**src/rtl/wishbone_package.sv**
```systemverilog
// Shared Wishbone widths, direction constants and the arbiter FSM state type.
package wishbone_package;

  localparam int unsigned WB_ADDR_WIDTH = 10;
  localparam int unsigned WB_DATA_WIDTH = 32;
  localparam int unsigned WB_SEL_WIDTH  = 4;

  localparam logic READ  = 1'b0;
  localparam logic WRITE = 1'b1;

  typedef enum logic [1:0] {
    IDLE,
    BUS,
    DONE
  } arb_state_e;

endpackage

```
**src/rtl/wb_rr_arbiter.sv**
```systemverilog
// Combinational round-robin grant: the search starts at i_ptr and wraps around.
module wb_rr_arbiter #(
  parameter int unsigned NUM_REQ = 2,
  parameter int unsigned IDX_W   = 1
) (
  input  logic [NUM_REQ-1:0] i_req,
  input  logic [IDX_W-1:0]   i_ptr,
  output logic [NUM_REQ-1:0] o_gnt,
  output logic [IDX_W-1:0]   o_idx
);

  int unsigned w_j;

  always_comb begin
    o_gnt = '0;
    o_idx = '0;
    w_j   = 0;
    for (int unsigned i = 0; i < NUM_REQ; i++) begin
      w_j = (32'(i_ptr) + i) % NUM_REQ;
      if (o_gnt == '0 && i_req[w_j]) begin
        o_gnt[w_j] = 1'b1;
        o_idx      = IDX_W'(w_j);
      end
    end
  end

endmodule

```
**src/rtl/wb_ms_arbiter.sv**
```systemverilog
// Round-robin sharing of one Wishbone slave port among NUM_REQ requesters, one
// single-beat classic cycle at a time, with a watchdog on missing ack/err.
module wb_ms_arbiter
  import wishbone_package::*;
#(
  parameter int unsigned NUM_REQ = 2,
  parameter int unsigned ADR_W   = WB_ADDR_WIDTH,
  parameter int unsigned DAT_W   = WB_DATA_WIDTH,
  parameter int unsigned SEL_W   = WB_SEL_WIDTH,
  parameter int unsigned TMO_CYC = 255
) (
  input  logic                       wb_clk_i,
  input  logic                       wb_rst_n_i,
  input  logic [NUM_REQ-1:0]         req_i,
  input  logic [NUM_REQ-1:0]         we_i,
  input  logic [NUM_REQ*ADR_W-1:0]   adr_i,
  input  logic [NUM_REQ*DAT_W-1:0]   dat_i,
  input  logic [NUM_REQ*SEL_W-1:0]   sel_i,
  output logic [NUM_REQ-1:0]         done_o,
  output logic [DAT_W-1:0]           rdat_o,
  output logic                       err_o,
  output logic                       tmo_o,
  output logic [ADR_W-1:0]           wb_adr_o,
  output logic [DAT_W-1:0]           wb_dat_o,
  output logic [SEL_W-1:0]           wb_sel_o,
  output logic                       wb_we_o,
  output logic                       wb_cyc_o,
  output logic                       wb_stb_o,
  input  logic [DAT_W-1:0]           wb_dat_i,
  input  logic                       wb_ack_i,
  input  logic                       wb_err_i
);

  localparam int unsigned IDX_W = (NUM_REQ > 1) ? $clog2(NUM_REQ) : 1;

  arb_state_e         r_state, w_state_nxt;
  logic [IDX_W-1:0]   r_ptr, w_ptr_nxt, r_win, w_win_nxt, w_idx;
  logic [NUM_REQ-1:0] r_win_oh, w_win_oh_nxt, w_gnt;
  logic [7:0]         r_cnt, w_cnt_nxt;
  logic [ADR_W-1:0]   r_adr, w_adr_nxt;
  logic [DAT_W-1:0]   r_dat, w_dat_nxt, r_rdat, w_rdat_nxt;
  logic [SEL_W-1:0]   r_sel, w_sel_nxt;
  logic               r_we, w_we_nxt, r_cyc, w_cyc_nxt;
  logic [NUM_REQ-1:0] r_done, w_done_nxt;
  logic               r_err, w_err_nxt, r_tmo, w_tmo_nxt, w_fin;

  wb_rr_arbiter #(
    .NUM_REQ (NUM_REQ),
    .IDX_W   (IDX_W)
  ) u_rr (
    .i_req (req_i),
    .i_ptr (r_ptr),
    .o_gnt (w_gnt),
    .o_idx (w_idx)
  );

  always_comb begin
    w_state_nxt  = r_state;
    w_ptr_nxt    = r_ptr;
    w_win_nxt    = r_win;
    w_win_oh_nxt = r_win_oh;
    w_cnt_nxt    = r_cnt;
    w_adr_nxt    = r_adr;
    w_dat_nxt    = r_dat;
    w_sel_nxt    = r_sel;
    w_we_nxt     = r_we;
    w_cyc_nxt    = r_cyc;
    w_rdat_nxt   = r_rdat;
    w_done_nxt   = '0;
    w_err_nxt    = 1'b0;
    w_tmo_nxt    = 1'b0;
    w_fin        = 1'b0;
    unique case (r_state)
      IDLE: begin
        if (|w_gnt) begin
          w_win_nxt    = w_idx;
          w_win_oh_nxt = w_gnt;
          w_adr_nxt    = adr_i[w_idx*ADR_W +: ADR_W];
          w_dat_nxt    = dat_i[w_idx*DAT_W +: DAT_W];
          w_sel_nxt    = sel_i[w_idx*SEL_W +: SEL_W];
          w_we_nxt     = we_i[w_idx];
          w_cyc_nxt    = 1'b1;
          w_cnt_nxt    = '0;
          w_state_nxt  = BUS;
        end
      end
      BUS: begin
        // Error takes priority when ack and err arrive together.
        if (wb_err_i) begin
          w_err_nxt = 1'b1;
          w_fin     = 1'b1;
        end else if (wb_ack_i) begin
          if (r_we == READ) w_rdat_nxt = wb_dat_i;
          w_fin = 1'b1;
        end else if (r_cnt == 8'(TMO_CYC - 1)) begin
          w_err_nxt = 1'b1;
          w_tmo_nxt = 1'b1;
          w_fin     = 1'b1;
        end else begin
          w_cnt_nxt = r_cnt + 8'd1;
        end
        if (w_fin) begin
          w_cyc_nxt   = 1'b0;
          w_done_nxt  = r_win_oh;
          w_state_nxt = DONE;
        end
      end
      DONE: begin
        // Pointer holds the next search start, i.e. the slot after the winner.
        w_ptr_nxt   = (32'(r_win) == NUM_REQ - 1) ? '0 : r_win + IDX_W'(1);
        w_state_nxt = IDLE;
      end
      default: w_state_nxt = IDLE;
    endcase
  end

  always_ff @(posedge wb_clk_i or negedge wb_rst_n_i) begin
    if (!wb_rst_n_i) begin
      r_state  <= IDLE;
      r_ptr    <= '0;
      r_win    <= '0;
      r_win_oh <= '0;
      r_cnt    <= '0;
      r_adr    <= '0;
      r_dat    <= '0;
      r_sel    <= '0;
      r_we     <= 1'b0;
      r_cyc    <= 1'b0;
      r_rdat   <= '0;
      r_done   <= '0;
      r_err    <= 1'b0;
      r_tmo    <= 1'b0;
    end else begin
      r_state  <= w_state_nxt;
      r_ptr    <= w_ptr_nxt;
      r_win    <= w_win_nxt;
      r_win_oh <= w_win_oh_nxt;
      r_cnt    <= w_cnt_nxt;
      r_adr    <= w_adr_nxt;
      r_dat    <= w_dat_nxt;
      r_sel    <= w_sel_nxt;
      r_we     <= w_we_nxt;
      r_cyc    <= w_cyc_nxt;
      r_rdat   <= w_rdat_nxt;
      r_done   <= w_done_nxt;
      r_err    <= w_err_nxt;
      r_tmo    <= w_tmo_nxt;
    end
  end

  assign done_o   = r_done;
  assign rdat_o   = r_rdat;
  assign err_o    = r_err;
  assign tmo_o    = r_tmo;
  assign wb_adr_o = r_adr;
  assign wb_dat_o = r_dat;
  assign wb_sel_o = r_sel;
  assign wb_we_o  = r_we;
  assign wb_cyc_o = r_cyc;
  assign wb_stb_o = r_cyc;

endmodule
```
**config.mk**
```make
export PLATFORM = sky130hd
export DESIGN_NAME = wb_ms_arbiter
export DESIGN_NICKNAME = d
export VERILOG_FILES = /design/src/rtl/wishbone_package.sv /design/src/rtl/wb_rr_arbiter.sv /design/src/rtl/wb_ms_arbiter.sv
export SDC_FILE = /design/constraint.sdc
export NUM_CORES = 1
export LEC_CHECK = 0
export BUFFER_PORTS_ARGS = -buffer_cell sky130_fd_sc_hd__buf_2
export CORE_ASPECT_RATIO = 0.7
export CORE_UTILIZATION = 31
export DETAILED_ROUTE_END_ITERATION = 8
export PLACE_DENSITY_LB_ADDON = 0.3
export SLEW_MARGIN = 10
export SYNTH_ARGS = -nofsm -noshare
export SYNTH_HDL_FRONTEND = slang
export SYNTH_SLANG_ARGS = --single-unit
```
**constraint.sdc**
```tcl
create_clock -name wb_clk_i -period 3.1 [get_ports wb_clk_i]
set_input_delay 0.62 -clock wb_clk_i [delete_from_list [all_inputs] [get_ports wb_clk_i]]
set_output_delay 0.62 -clock wb_clk_i [all_outputs]
set_load 0.05 [all_outputs]
```
Word level (Yosys, flattened, before mapping)

Cells that the tools add are included.

$add $sub $neg: 3
Multipliers: 1
$lt $le $gt $ge: 5
Equality and inequality tests: 8
Shift operators: 3
Multiplexer cells: 37
Bitwise gates (word level): 3
Reductions and logical operators: 12

Operator list:

| cell                                                       | number |
|---|---|
| indexed part select 64 x 7 -> 32 bit                       | 1 |
| 2-to-1 mux 8 bit                                           | 4 |
| 2-to-1 mux 1 bit                                           | 22 |
| indexed part select 20 x 6 -> 10 bit                       | 1 |
| one-hot mux 8 bit (2 select lines)                         | 1 |
| 2-to-1 mux 2 bit                                           | 6 |
| != test 2 bit, second input constant                       | 5 |
| adder 8 x 1 -> 8 bit, second input constant                | 1 |
| equality test 8 bit, second input constant                 | 1 |
| indexed part select 8 x 4 -> 4 bit                         | 1 |
| less-than comparator 1 x 2 -> 1 bit, second input constant | 3 |
| AND reduction 5 bit                                        | 1 |
| logical NOT 2 bit                                          | 2 |
| multiplier 1 x 3 -> 4 bit, second input constant           | 1 |
| one-hot mux 2 bit (2 select lines)                         | 1 |
| AND reduction 2 bit                                        | 2 |
| AND reduction 4 bit                                        | 1 |
| logical AND 1 bit                                          | 3 |
| AND reduction 3 bit                                        | 1 |
| adder 1 bit, second input constant                         | 2 |
| demux 1 bit (select 1 bit)                                 | 2 |
| equality test 2 x 1 -> 1 bit, second input constant        | 1 |
| equality test 2 bit, second input constant                 | 1 |
| >= comparator 1 bit, second input constant                 | 2 |
| 5 further kinds                                            | 6 |

Bits in registers: 98
Bits of input ports: 132
Output and inout port bits: 85

Longest topological paths before layout

Depth after elaboration: 11
Gate-level depth with buffers: 7
Depth with buffers taken out: 5

Hierarchy

A second synthesis with hierarchy kept.

Cell total of the unflattened synthesis: 366
Area, all modules: 4406.7 um^2

Modules (own cells, without submodules):

| module        | times used | cells an instance | area each (um^2) | seq. area each (um^2) |
|---|---|---|---|---|
| wb_ms_arbiter | 1          | 362               | 4380.5           | 2452.4 |
| wb_rr_arbiter | 1          | 4                 | 26.3             | 0.0 |

Worst setup path before layout

Ideal clock, no wire load.

Path kind: input-to-reg
Start point: input port wb_err_i
End point: register r_cnt[5]
Library setup time: 0.082 ns
Data arrival time: 1.658 ns
Slack: 1.360 ns
Stages: 4
Buffers on the path: 0
Path through: or4b_4 -> a41oi_4 -> a41oi_1 -> a31oi_1

Longest elaborated chain between the ends: 2

Ends and longest elaborated chain:

| element                       | line                 | text |
|---|---|---|
| start: declaration            | wb_ms_arbiter.sv:31  | `input logic wb_err_i` |
| != test 2 bit (no line)       | --                   |  |
| AND reduction 5 bit (no line) | --                   |  |
| end signal: assignment        | wb_ms_arbiter.sv:138 | `r_cnt <= w_cnt_nxt;` |
| end: declaration              | wb_ms_arbiter.sv:39  | `logic [7:0] r_cnt, w_cnt_nxt;` |

Every way passes these cells.
A chain may end at the register's enable or synchronous reset.

Worst setup path after layout

Start point: register r_state[0]
End point: register r_rdat[10] (netlist: rdat_o[10])

Longest elaborated chain between the ends: 2

Ends and longest elaborated chain:

| element                       | line                 | text |
|---|---|---|
| start: declaration            | wb_ms_arbiter.sv:36  | `arb_state_e r_state, w_state_nxt;` |
| start signal: assignment      | wb_ms_arbiter.sv:134 | `r_state <= w_state_nxt;` |
| equality test 2 x 1 -> 1 bit  | wb_ms_arbiter.sv:73  | `unique case (r_state)` |
| AND reduction 4 bit (no line) | --                   |  |
| end signal: assignment        | wb_ms_arbiter.sv:144 | `r_rdat <= w_rdat_nxt;` |
| end: declaration              | wb_ms_arbiter.sv:41  | `logic [DAT_W-1:0] r_dat, w_dat_nxt, r_rdat, w_rdat_nxt;` |

Every way passes these cells.

==> flow_summary.toml <==
[status]
status = "finished, final reports clean"

[synth]
yosys.area.top_type = "dfrtp_1"
syn-num-nets = 496
synth_area_um2 = 4237
yosys-top-cells-area = "dfrtp_1 58%, mux2i_1 11%, mux2_2 7.7%"
synth_top_area_share = 0.5789
ys_ff_latch = 98
ys.flop_type = "dfrtp_1"
synth_warnings = 0
synth_edf_count = 0
synth_cells = 362
yosysUniqueCellTypes = 34
syn_avg_cell_area_um2 = 11.70
seq_area_frac_synth = 0.5789
async_flop_share = 1.000

[setup_path]
critPathTopFamily = "simple AND/OR/NAND/NOR gates"
path_max_fanout = 32
path_cells = "nor2b_1, nand3_2, mux2_1"
cp-start-kind = "flip-flop"
slowest_stage = "nand3_2"
cp_num_buf_inv = 0
critPathArrivalTime_ns = 2.40
max_stage_delay_ns = 0.70
required_ns = 3.32
crit_type = "flip-flop to flip-flop"
cp-end-kind = "flip-flop"

[clocking]
root_buffer = "clkbuf_16"
clk_path_buf_depth = 2
cts_made_buffers = 9
post_cts_buffers = 0
numClockSinks = 98
clkLatencyLatePin_ns = 0.34
cts_resized = 0
cts_hold_buf = 0
cts_tree = "yes"
h-tree-depth = 3
path_clk_slew_ns = 0.07

[timing]
whs_ns = 0.2738
clock_skew_ns = 0.006647
fin_crit_sh = 0.7060
drv_slew = 0
fin_ws_ns = 0.9115
max_freq_ghz = 0.4569
tns_ns = 0
min_period_ns = 2.189
relSlewSlack = 0.4739
worst_pin_slew_ns = 0.7883
hold_violations = 0
rsz0062_at_grt = "false"
finalSetupViolCount = 0

[placed_design]
post-place-ws_ns = 0.8620
portBuffers = 216
gp_congestion = 0.7412
dp_hpwl_mm = 7.658
dp_cells = 742

[final_layout]
instances_no_fill = 758
multiInputGateArea_um2 = 1668
n_fill_cell = 1291
n_antenna_cell = 0
layout_common_cells = "215 x buf_2, 98 x dfrtp_1, 55 x nor2_1"
syn_to_final_growth_pct = 37.51
drive_above_1_share = 0.4729
seq_area_um2 = 2452
nets = 702
final_common_cell = "buf_2"

[pwr]
leakagePower_uw = 0.002994
ir_drop_mv = 0.4952
total_power_uw = 7026
powerDensity_nw_per_um2 = 1206

[global_routing]
grt.total_usage = 0.1428
grt_overflow_total = 0
grt_first_pass_wirelength_mm = 15.93
grt_pass1_vias = 3196
antenna_found_initial = 0
grt_max_degree = 74

[die]
dieWidth_um = 141.7
core-area_um2 = 13230
die_h_um = 99.81
dieArea_um2 = 14150
start_util = 0.3203
row_count = 35
io_pins = 217

[detailed_routing]
vias_per_cell = 4.516
drc_errors = 0
ant_nets = 0
vias = 3423
dr.first_iter.drc_count = 120
dr.pass1.iters = 5
wl_per_cell_um = 13.36
wirelength_mm = 10.13

[job]
max-cap-violations = 0

[hold_path]
hp-class = "input port to async pin"
==> Yosys cell counts, types with 2 or more instances <==
master	count
a31oi_1	5
buf_1	5
buf_2	9
dfrtp_1	98
a21oi_1	53
nand2_1	12
mux2_1	3
mux2_2	29
clkbuf_1	5
ha_1	2
nand3_1	3
buf_4	5
and2_1	2
mux2i_1	47
o21a_1	4
inv_1	4
a41oi_1	3
o21ai_0	3
nor2_1	55
==> metal layers <==
layer / up-vias / track usage / part of all wire
met5: - / 0 / 0
li1: 1673 / - / -
met2: 166 / 0.2190 / 0.44
met3: 9 / 0.05105 / 0.090
met4: 0 / 0.03722 / 0.0077
met1: 1575 / 0.1917 / 0.47
==> area by class of cell <==
cell class | count | share of cell area
Timing Repair Buffer | 219 | 0.1942
Sequential cell | 98 | 0.4210
Clock inverter | 6 | 0.01697
Multi-Input combinational cell | 236 | 0.2863
Tap cell | 185 | 0.03973
Inverter | 4 | 0.002577
Clock buffer | 10 | 0.03930
==> flip-flops by register name, summed over array words and instances, names as in the netlist, 2 cells and up <==
| signal | flops |
|---|---|
| done_o | 2 |
| rdat_o | 32 |
| r_cnt | 8 |
| wb_adr_o | 10 |
| r_state | 2 |
| r_win_oh | 2 |
| wb_sel_o | 4 |
| wb_dat_o | 32 |
==> report_power, final <==
part	total (µW)	switching, µW	internal [µW]
combinational	3670	2750	917
sequential	2150	297	1850
clock	1210	490	720
==> logic make-up after synthesis <==
kind of cell | after synthesis | synth area share
AND/OR/NAND/NOR | 81 | 0.08358
multiplexers | 80 | 0.1996
buffers and inverters | 28 | 0.03190
adder cells (fa/ha/maj) | 2 | 0.005906
flip-flops | 98 | 0.5789
AO/OA/AOI/OAI | 73 | 0.1001
==> stage by stage <==
stage	cell area [µm²]	utilization
floorplan	4237	-
global placement	5498	0.4157
detailed placement	5498	0.4157
CTS	5826	0.4405
global route	5826	0.4405
finish	5826	0.4405
==> worst paths after layout <==
check / from / end / slack (ns) / cells after the start
setup / recovery: r_state[0]$_DFFE_PN0P_ / rdat_o[10]$_DFFE_PN0P_ / 0.91 / 3
hold / removal: wb_rst_n_i / wb_dat_o[19]$_DFFE_PN0P_ / 0.27 / 1
setup reg to reg: r_state[0]$_DFFE_PN0P_ / rdat_o[10]$_DFFE_PN0P_ / 0.91 / 3
hold reg to reg: r_win$_DFFE_PN0P_ / r_ptr$_DFFE_PN0N_ / 0.46 / 1
max in group asynchronous: wb_rst_n_i / wb_sel_o[2]$_DFFE_PN0P_ / 2.13 / 2
min in group wb_clk_i: r_win$_DFFE_PN0P_ / r_ptr$_DFFE_PN0N_ / 0.46 / 1
Note: power is estimated with default switching activity, not from simulation.
